$ cat config.mk
export PLATFORM = sky130hd
export DESIGN_NAME = lsu_mem_ctrl
export DESIGN_NICKNAME = d
export VERILOG_FILES = /design/src/rtl/lsu_mem_ctrl_pkg.sv /design/src/rtl/lsu_mem_ctrl_align.sv /design/src/rtl/lsu_mem_ctrl.sv
export SDC_FILE = /design/constraint.sdc
export NUM_CORES = 1
export LEC_CHECK = 0
export ABC_AREA = 1
export ABC_CLOCK_PERIOD_IN_PS = 2100
export BUFFER_PORTS_ARGS = -buffer_cell sky130_fd_sc_hd__buf_2
export CORE_ASPECT_RATIO = 0.6
export CORE_MARGIN = 5
export CORE_UTILIZATION = 49
export CTS_BUF_LIST = sky130_fd_sc_hd__clkbuf_16
export DETAILED_ROUTE_END_ITERATION = 7
export PLACE_DENSITY = 0.86
export SKIP_LAST_GASP = 1
export SYNTH_ARGS = -nofsm -noshare
export SYNTH_HDL_FRONTEND = slang
export SYNTH_SLANG_ARGS = --single-unit
$ cat constraint.sdc
create_clock -name i_clk -period 2.1 [get_ports i_clk]
set_clock_uncertainty 0.2 [all_clocks]
set_input_delay 0.105 -clock i_clk [delete_from_list [all_inputs] [get_ports i_clk]]
set_output_delay 0.105 -clock i_clk [all_outputs]
set_load 0.005 [all_outputs]
$ cat src/rtl/lsu_mem_ctrl_pkg.sv
// Shared types, funct3 codes and FSM encodings for the LSU SRAM initiator.
// Misalignment helper is only referenced when LSU_MISALIGN_CHK_EN is defined.
package lsu_mem_ctrl_pkg;

    localparam int CPU_WIDTH = 32;

    localparam logic [2:0] LSU_B  = 3'b000;
    localparam logic [2:0] LSU_H  = 3'b001;
    localparam logic [2:0] LSU_W  = 3'b010;
    localparam logic [2:0] LSU_BU = 3'b100;
    localparam logic [2:0] LSU_HU = 3'b101;

    localparam logic [1:0] ST_IDLE = 2'd0;
    localparam logic [1:0] ST_REQ  = 2'd1;
    localparam logic [1:0] ST_WAIT = 2'd2;
    localparam logic [1:0] ST_RESP = 2'd3;

    typedef enum logic [1:0] {
        SZ_B = 2'd0,
        SZ_H = 2'd1,
        SZ_W = 2'd2
    } lsu_size_e;

    typedef struct packed {
        logic                 load;
        logic                 store;
        logic [2:0]           op;
        logic [CPU_WIDTH-1:0] addr;
        logic [CPU_WIDTH-1:0] wdata;
    } lsu_req_t;

    // Reserved funct3 codes fall through to word size.
    function automatic lsu_size_e lsu_size(input logic [2:0] op);
        case (op)
            LSU_B, LSU_BU: return SZ_B;
            LSU_H, LSU_HU: return SZ_H;
            default:       return SZ_W;
        endcase
    endfunction

    function automatic logic lsu_reserved(input logic [2:0] op);
        return !(op inside {LSU_B, LSU_H, LSU_W, LSU_BU, LSU_HU});
    endfunction

    function automatic logic lsu_misaligned(input logic [2:0] op, input logic [1:0] a);
        case (lsu_size(op))
            SZ_H:    return a[0];
            SZ_W:    return (a != 2'b00) || lsu_reserved(op);
            default: return 1'b0;
        endcase
    endfunction

endpackage

$ cat src/rtl/lsu_mem_ctrl_align.sv
// Combinational byte-lane steering: store mask/data shift and load extract with
// sign/zero extension, all driven from the latched request.
module lsu_mem_ctrl_align
    import lsu_mem_ctrl_pkg::*;
(
    input  logic [2:0]           op_i,
    input  logic [1:0]           addr_lo_i,
    input  logic [CPU_WIDTH-1:0] wdata_i,
    input  logic [CPU_WIDTH-1:0] rdata_i,
    output logic [3:0]           wmask_o,
    output logic [CPU_WIDTH-1:0] wdata_o,
    output logic [CPU_WIDTH-1:0] rdata_o
);

    lsu_size_e            size;
    logic                 sext;
    logic [1:0]           lane;
    logic [4:0]           shamt;
    logic [CPU_WIDTH-1:0] rsh;

    always_comb begin
        size    = lsu_size(op_i);
        sext    = ~op_i[2];
        lane    = 2'b00;
        shamt   = 5'd0;
        rsh     = rdata_i;
        wmask_o = 4'b1111;
        wdata_o = wdata_i;
        rdata_o = rdata_i;
        case (size)
            SZ_B: begin
                lane    = addr_lo_i;
                shamt   = {lane, 3'b000};
                rsh     = rdata_i >> shamt;
                wmask_o = 4'b0001 << lane;
                wdata_o = {24'h0, wdata_i[7:0]} << shamt;
                rdata_o = {{24{sext & rsh[7]}}, rsh[7:0]};
            end
            SZ_H: begin
                // Half uses a[1] only; a[0] is either ignored or trapped upstream.
                lane    = {addr_lo_i[1], 1'b0};
                shamt   = {lane, 3'b000};
                rsh     = rdata_i >> shamt;
                wmask_o = 4'b0011 << lane;
                wdata_o = {16'h0, wdata_i[15:0]} << shamt;
                rdata_o = {{16{sext & rsh[15]}}, rsh[15:0]};
            end
            default: begin
                wmask_o = 4'b1111;
                wdata_o = wdata_i;
                rdata_o = rdata_i;
            end
        endcase
    end

endmodule

$ cat src/rtl/lsu_mem_ctrl.sv
// LSU SRAM initiator: one load/store in flight, single-cycle strobe, aligned result.
// Optional LSU_MISALIGN_CHK_EN traps misaligned/reserved accesses without touching memory.
module lsu_mem_ctrl
    import lsu_mem_ctrl_pkg::*;
(
    input  logic                 i_clk,
    input  logic                 i_rst_n,
    input  logic                 i_valid,
    output logic                 o_ready,
    input  logic                 i_load,
    input  logic                 i_store,
    input  logic [2:0]           i_op,
    input  logic [CPU_WIDTH-1:0] i_addr,
    input  logic [CPU_WIDTH-1:0] i_wdata,
    output logic                 o_valid,
    input  logic                 i_ready,
    output logic [CPU_WIDTH-1:0] o_rdata,
    output logic                 o_err,
    output logic                 o_pre_valid,
    output logic                 o_ren,
    output logic [CPU_WIDTH-1:0] o_raddr,
    input  logic [CPU_WIDTH-1:0] i_rdata,
    output logic                 o_wen,
    output logic [CPU_WIDTH-1:0] o_waddr,
    output logic [3:0]           o_wmask,
    output logic [CPU_WIDTH-1:0] o_wdata,
    input  logic                 i_mem_valid
);

    logic [1:0]           state_q, state_d;
    lsu_req_t             req_q, req_d;
    logic [CPU_WIDTH-1:0] rdata_q, rdata_d;
    logic [3:0]           al_wmask;
    logic [CPU_WIDTH-1:0] al_wdata, al_rdata, word_addr;
    logic                 mem_req, in_req, in_resp, busy;

`ifdef LSU_MISALIGN_CHK_EN
    logic err_q, err_d, bad_req;
    assign bad_req = mem_req & lsu_misaligned(i_op, i_addr[1:0]);
`endif

    assign mem_req = i_load | i_store;

    lsu_mem_ctrl_align u_align (
        .op_i      (req_q.op),
        .addr_lo_i (req_q.addr[1:0]),
        .wdata_i   (req_q.wdata),
        .rdata_i   (i_rdata),
        .wmask_o   (al_wmask),
        .wdata_o   (al_wdata),
        .rdata_o   (al_rdata)
    );

    always_comb begin
        state_d = state_q;
        req_d   = req_q;
        rdata_d = rdata_q;
`ifdef LSU_MISALIGN_CHK_EN
        err_d   = err_q;
`endif
        case (state_q)
            ST_IDLE: begin
                if (i_valid) begin
                    rdata_d = '0;
`ifdef LSU_MISALIGN_CHK_EN
                    err_d   = 1'b0;
`endif
                    if (mem_req) begin
                        req_d   = '{load: i_load, store: i_store, op: i_op,
                                    addr: i_addr, wdata: i_wdata};
                        state_d = ST_REQ;
                    end else begin
                        state_d = ST_RESP;
                    end
`ifdef LSU_MISALIGN_CHK_EN
                    if (bad_req) begin
                        err_d   = 1'b1;
                        state_d = ST_RESP;
                    end
`endif
                end
            end
            ST_REQ:  state_d = ST_WAIT;
            ST_WAIT: begin
                if (i_mem_valid) begin
                    rdata_d = req_q.load ? al_rdata : '0;
                    state_d = ST_RESP;
                end
            end
            ST_RESP: begin
                if (i_ready) state_d = ST_IDLE;
            end
            default: state_d = ST_IDLE;
        endcase
    end

    always_ff @(posedge i_clk or negedge i_rst_n) begin
        if (!i_rst_n) begin
            state_q <= ST_IDLE;
            req_q   <= '0;
            rdata_q <= '0;
`ifdef LSU_MISALIGN_CHK_EN
            err_q   <= 1'b0;
`endif
        end else begin
            state_q <= state_d;
            req_q   <= req_d;
            rdata_q <= rdata_d;
`ifdef LSU_MISALIGN_CHK_EN
            err_q   <= err_d;
`endif
        end
    end

    // Strobes decode purely from state so they can never outlive the REQ cycle.
    assign in_req    = (state_q == ST_REQ);
    assign in_resp   = (state_q == ST_RESP);
    assign busy      = in_req | (state_q == ST_WAIT);
    assign word_addr = {req_q.addr[CPU_WIDTH-1:2], 2'b00};

    assign o_ready     = (state_q == ST_IDLE);
    assign o_pre_valid = in_req;
    assign o_ren       = in_req & req_q.load;
    assign o_wen       = in_req & req_q.store;
    assign o_raddr     = (busy & req_q.load)  ? word_addr : '0;
    assign o_waddr     = (busy & req_q.store) ? word_addr : '0;
    assign o_wmask     = (busy & req_q.store) ? al_wmask  : 4'b0000;
    assign o_wdata     = (busy & req_q.store) ? al_wdata  : '0;
    assign o_valid     = in_resp;
    assign o_rdata     = in_resp ? rdata_q : '0;
`ifdef LSU_MISALIGN_CHK_EN
    assign o_err       = in_resp & err_q;
`else
    assign o_err       = 1'b0;
`endif

endmodule

After elaboration in Yosys (flattened, before gate mapping):

Cells that the tools add are included.

* bits in registers: 103
* output and inout port bits: 138

* eq/ne operators: 10
* shift operators: 6
* mux-type cells: 18
* bitwise operators: 9
* reduce and logical (&&, ||, !) cells: 9

Operators by type and width (number)
* 32-bit two-way mux: 7
* 32-bit one-hot mux with 2 select lines: 3
* 16-bit by 5-bit << shifter with 32-bit output: 1
* 8-bit by 5-bit << shifter with 32-bit output: 1
* 32-bit by 5-bit >> shifter with 16-bit output: 1
* 32-bit by 5-bit >> shifter with 8-bit output: 1
* 3-bit AND reduction: 3
* 2-bit two-way mux: 4
* 2-bit one-hot mux with 4 select lines: 1
* 4-bit one-hot mux with 2 select lines: 1
* 1-bit bitwise AND: 6
* 3-bit equality test (second input constant): 2
* 2-bit inequality test (second input constant): 3
* 2-bit by 1-bit equality test with 1-bit output (second input constant): 2
* 2-bit equality test (second input constant): 2
* 2-bit logical NOT: 2
* 4-bit two-way mux: 1
* 2-bit one-hot mux with 2 select lines: 1
* 2-bit OR reduction: 2
* 1-bit by 2-bit << shifter with 4-bit output (first input constant): 1
* 2-bit by 2-bit << shifter with 4-bit output (first input constant): 1
* 3-bit by 1-bit equality test with 1-bit output (second input constant): 1
* 3-bit logical NOT: 1
* 1-bit bitwise OR: 2
* other kinds (2): 2

Logic depth before layout (Yosys ltp):

* depth after elaboration: 8
* mapped depth: 11
* depth with buffers taken out: 9

Cells and area by module:

A second synthesis with hierarchy kept.

* cells, all modules: 1039
* area total of the unflattened synthesis: 6984.2 sq um

Modules (own cells, without submodules)
* lsu_mem_ctrl: instances 1, cells an instance 785, area an instance 5723.0 sq um, seq. area each 2577.5 sq um
* lsu_mem_ctrl_align: instances 1, cells an instance 254, area an instance 1261.2 sq um, seq. area each 0.0 sq um

Worst setup path before layout:

OpenSTA, ideal clock, no wires.

* path type: register to register
* start: register state_q[0]
* end: register req_q[22] (netlist bit)
* setup time: 0.125 ns
* arrival time: 1.439 ns
* data required time: 1.775 ns
* slack: 0.337 ns
* cell stages (with the launch flop): 6
* path buffers: 1
* clock period less this slack: 1.763 ns
* cells stage by stage: dfrtp_1 inv_1 ha_1 nand3_1 buf_2 mux2_2

* cells in the longest elaborated chain, start to end: 2

RTL lines
* start, declared: RTL line lsu_mem_ctrl.sv:30 `logic [1:0] state_q, state_d;`
* start signal, assigned: RTL line lsu_mem_ctrl.sv:106 `state_q <= state_d;`
* 2-bit logical NOT
* via o_ready: RTL line lsu_mem_ctrl.sv:9 `output logic o_ready,`
* 3-bit AND reduction (no source line)
* end signal, assigned: RTL line lsu_mem_ctrl.sv:107 `req_q <= req_d;`
* end, declared: RTL line lsu_mem_ctrl.sv:31 `lsu_req_t req_q, req_d;`

The timed path passes the listed nets, and every way through them passes these cells.
A chain may end at the register's enable or synchronous reset.

Worst setup path after layout:

* start: register req_q[33] (netlist bit)
* end: output port o_wdata[6]

* cells in the longest elaborated chain, start to end: 3

RTL lines
* 16-bit by 5-bit << shifter with 32-bit output / 8-bit by 5-bit << shifter with 32-bit output (equally long branches): RTL line lsu_mem_ctrl_align.sv:45, lsu_mem_ctrl_align.sv:36
* 32-bit one-hot mux with 2 select lines (*): RTL line lsu_mem_ctrl_align.sv:30 `case (size)`
* 32-bit two-way mux (*): RTL line lsu_mem_ctrl.sv:128 `assign o_wdata = (busy & req_q.store) ? al_wdata : '0;`
* end, declared: RTL line lsu_mem_ctrl.sv:26 `output logic [CPU_WIDTH-1:0] o_wdata,`

Mark *: on every way between the ends. The rest lies on a longest branch, timed or not.

==> metrics.txt <==
Data arrival, critical path=1.75 ns; DR DRC count=0; Critical Path End Type=output pin; hold endpoint=rdata_q[0]; CORE AREA=0.0119 mm²; Rows=31; Fin Setup TNS=0 ns; Hold Path Cell Cnt=5; CTS tree=done; post-synthesis sequential area ratio=43.8%; Syn Area/Cell=7.10 µm²; crit path launch type=flop; vias in the first global route=6,519; max cap viols=0; Antenna Cells=0; fin. max-slew vios=0; hold slack=0.0167 ns; routed wire length=22,300 µm; Req. time, crit path=1.79 ns; Crit Path Class=flop to output pin; first-pass GRT wire length=33,100 µm; placement-stage worst setup slack=-0.0433 ns; synthesized flop and latch total=103; Final setup viols=0; LEAKAGE=5.24 nW; status=completed; Max VDD drop=0.768 mV; DR pass1 iterations=7; CP max stage cell=dfrtp_1; Synth cell types=29; Iter 0 DRT Violations=624; Vias/cell=5.08; R2R setup slack=0.09 ns; GRT overflow=0; dpl cell area=0.00734 mm²; CP max FO=28; worst path cell trace=buf_6, o21ai_2, nand3_4, nor2_1, buf_2; vias post-DR=6,795; CTS buffer count=9; CTS H-tree lvls=3; Die ar.=0.0144 mm²; area of the multi-input gates=0.00279 mm²; DR WL/cell=16.6 µm; initial antenna violation count=0; Clock Tree Buf Depth=2; share of layout cells above drive strength 1=30.5%; Final Wtd Congestion=0.904; Yosys top cell area share=43.8%; min Tclk post-route=2.05 ns; synthesized instance count=829; placed wire-length estimate=14,600 µm; yosys warns=0; Hold Crit Start=i_rdata[0]; initial core utilization=49.5%; Reg2Reg Depth=9; cell area after layout=0.00888 mm²; # nets final=1,278; Max stage delay on crit path=0.40 ns; P&R area growth vs syn=50.8%; Clock Sinks=103; Fin. Hold Viols=0; Cell Area, Synth=0.00589 mm²; worst reg2reg path endpoint=rdata_q[21]; PortBufs=238; clk slew on worst S/H paths=0.07 ns; GRT Util Overall=29.3%; IO Pins=244; placed cell count=1,214; Hold Crit Class=primary input to flop; Final period util=97.8%; post-route insts no fill=1,338; CTS root buf=clkbuf_16; FILL cells=891; ranking of synthesized cells by area=dfrtp_1 44%, nand2_1 16%, nor2_1 7.8%, inv_1 6.7%, a21oi_1 4.8%; RR Startpoint=state_q[0]; number of routed nets with antenna violations=0; Worst-Skew Late Latency=0.34 ns; Die Ht=94.9 µm; PwrDens=1310 mW/mm²; largest net degree at the start of global routing=46; Reg area=0.00258 mm²; fin worst setup slack=0.0463 ns; die width=152 µm; post-synth top area cell=dfrtp_1; Fmax=487 MHz
report_power, final:
group	leakage, nW	internal [mW]	total (mW)	switching (mW)
Sequential	1.23	2.92	3.49	0.572
Combinational	3.87	2.55	6.33	3.78
Clock	0.147	0.953	1.77	0.818
Total	5.24	6.42	11.6	5.17
kinds of logic after synthesis:
family,synth area share [%]
flip-flops,43.8
adder cells (fa/ha/maj),0.850
multiplexers,4.59
other,0.0637
buffers and inverters,11.6
AO/OA/AOI/OAI,10.5
AND/OR/NAND/NOR,28.6
stage by stage:
stage / utilization, % / total power [mW]
2_1_floorplan: - / 6.77
3_3_place_gp: 61.7 / 8.85
3_5_place_dp: 61.7 / 9.02
4_1_cts: 73.4 / 11.1
5_1_grt: 74.6 / 12.4
6_report: 74.6 / 11.6
cells in the mapped netlist:
library cell	n
a211oi_1	1
a21oi_1	56
a22oi_1	4
a31oi_1	3
buf_1	2
buf_2	22
buf_4	8
buf_6	3
clkbuf_1	17
clkinv_1	1
conb_1	1
dfrtp_1	103
ha_1	4
inv_1	105
inv_2	3
mux2_2	24
nand2_1	256
nand2_2	3
nand3_1	32
nand3_4	2
nor2_1	123
o211ai_1	9
o21ai_0	35
o21ai_1	1
o21ai_2	1
o21bai_2	1
o22ai_2	1
or2_1	3
or2_2	5
how the worst max path moves through the flow:
stage	start	cells after the start	slack [ns]	to
2_1_floorplan	state_q[0]	5	0.34	req_q[22]
4_1_cts	state_q[1]	7	-0.01	o_wdata[4]
3_3_place_gp	state_q[0]	8	-0.02	rdata_q[23]
3_5_place_dp	state_q[0]	8	-0.04	rdata_q[15]
5_1_grt	req_q[33]	5	-0.03	o_wdata[6]
6_report	req_q[33]	5	0.05	o_wdata[6]
what timing repair did:
action / in CTS / in global routing
cloned: 0 / 3
pin swaps: 0 / 3
hold endpoints to repair: 203 / 0
hold buffers: 101 / 0
gates resized for setup: 14 / 28
setup endpoints to repair: 76 / 55
setup buffers: 1 / 3
final cells by class:
| type | count | share of cell area (%) |
|---|---|---|
| Clock buffer | 9 | 2.54 |
| Clock inverter | 7 | 1.01 |
| Inverter | 109 | 4.71 |
| Multi-Input combinational cell | 572 | 31.5 |
| Sequential cell | 103 | 29.1 |
| Tap cell | 165 | 2.32 |
| Timing Repair Buffer | 373 | 28.9 |
metal layers:
layer / track usage (%) / routed length [µm]
met1: 38.2 / 9260
met2: 47.6 / 10200
met3: 8.35 / 2220
met4: 8.89 / 534
met5: 0 / 0
cells in the final DEF, fill, tap and decap left out, types with 3 or more instances in the layout:
cell type / n
or2_2: 5
mux2_2: 24
nand2_2: 3
nor2_1: 113
clkinvlp_4: 3
nor2_2: 10
o211ai_1: 9
inv_2: 7
or2_1: 3
clkbuf_16: 9
nand3_1: 30
o21ai_0: 33
a21oi_1: 56
buf_4: 25
nand2_1: 254
dfrtp_1: 101
buf_2: 237
nand3_4: 5
buf_12: 8
inv_1: 100
conb_1: 5
dlygate4sd3_1: 101
a22oi_1: 4
ha_1: 3
flip-flops by register name, indices dropped and copies added (netlist names):
register	cells
req_q	69
rdata_q	32
state_q	2
critical path: cells and delay by family (launching register included):
family | cells | cell delay [ns]
flops | 1 | 0.40
buf+inv | 2 | 0.35
simple gates | 2 | 0.33
compound gates | 1 | 0.31
Note: power is estimated with default switching activity, not from simulation.
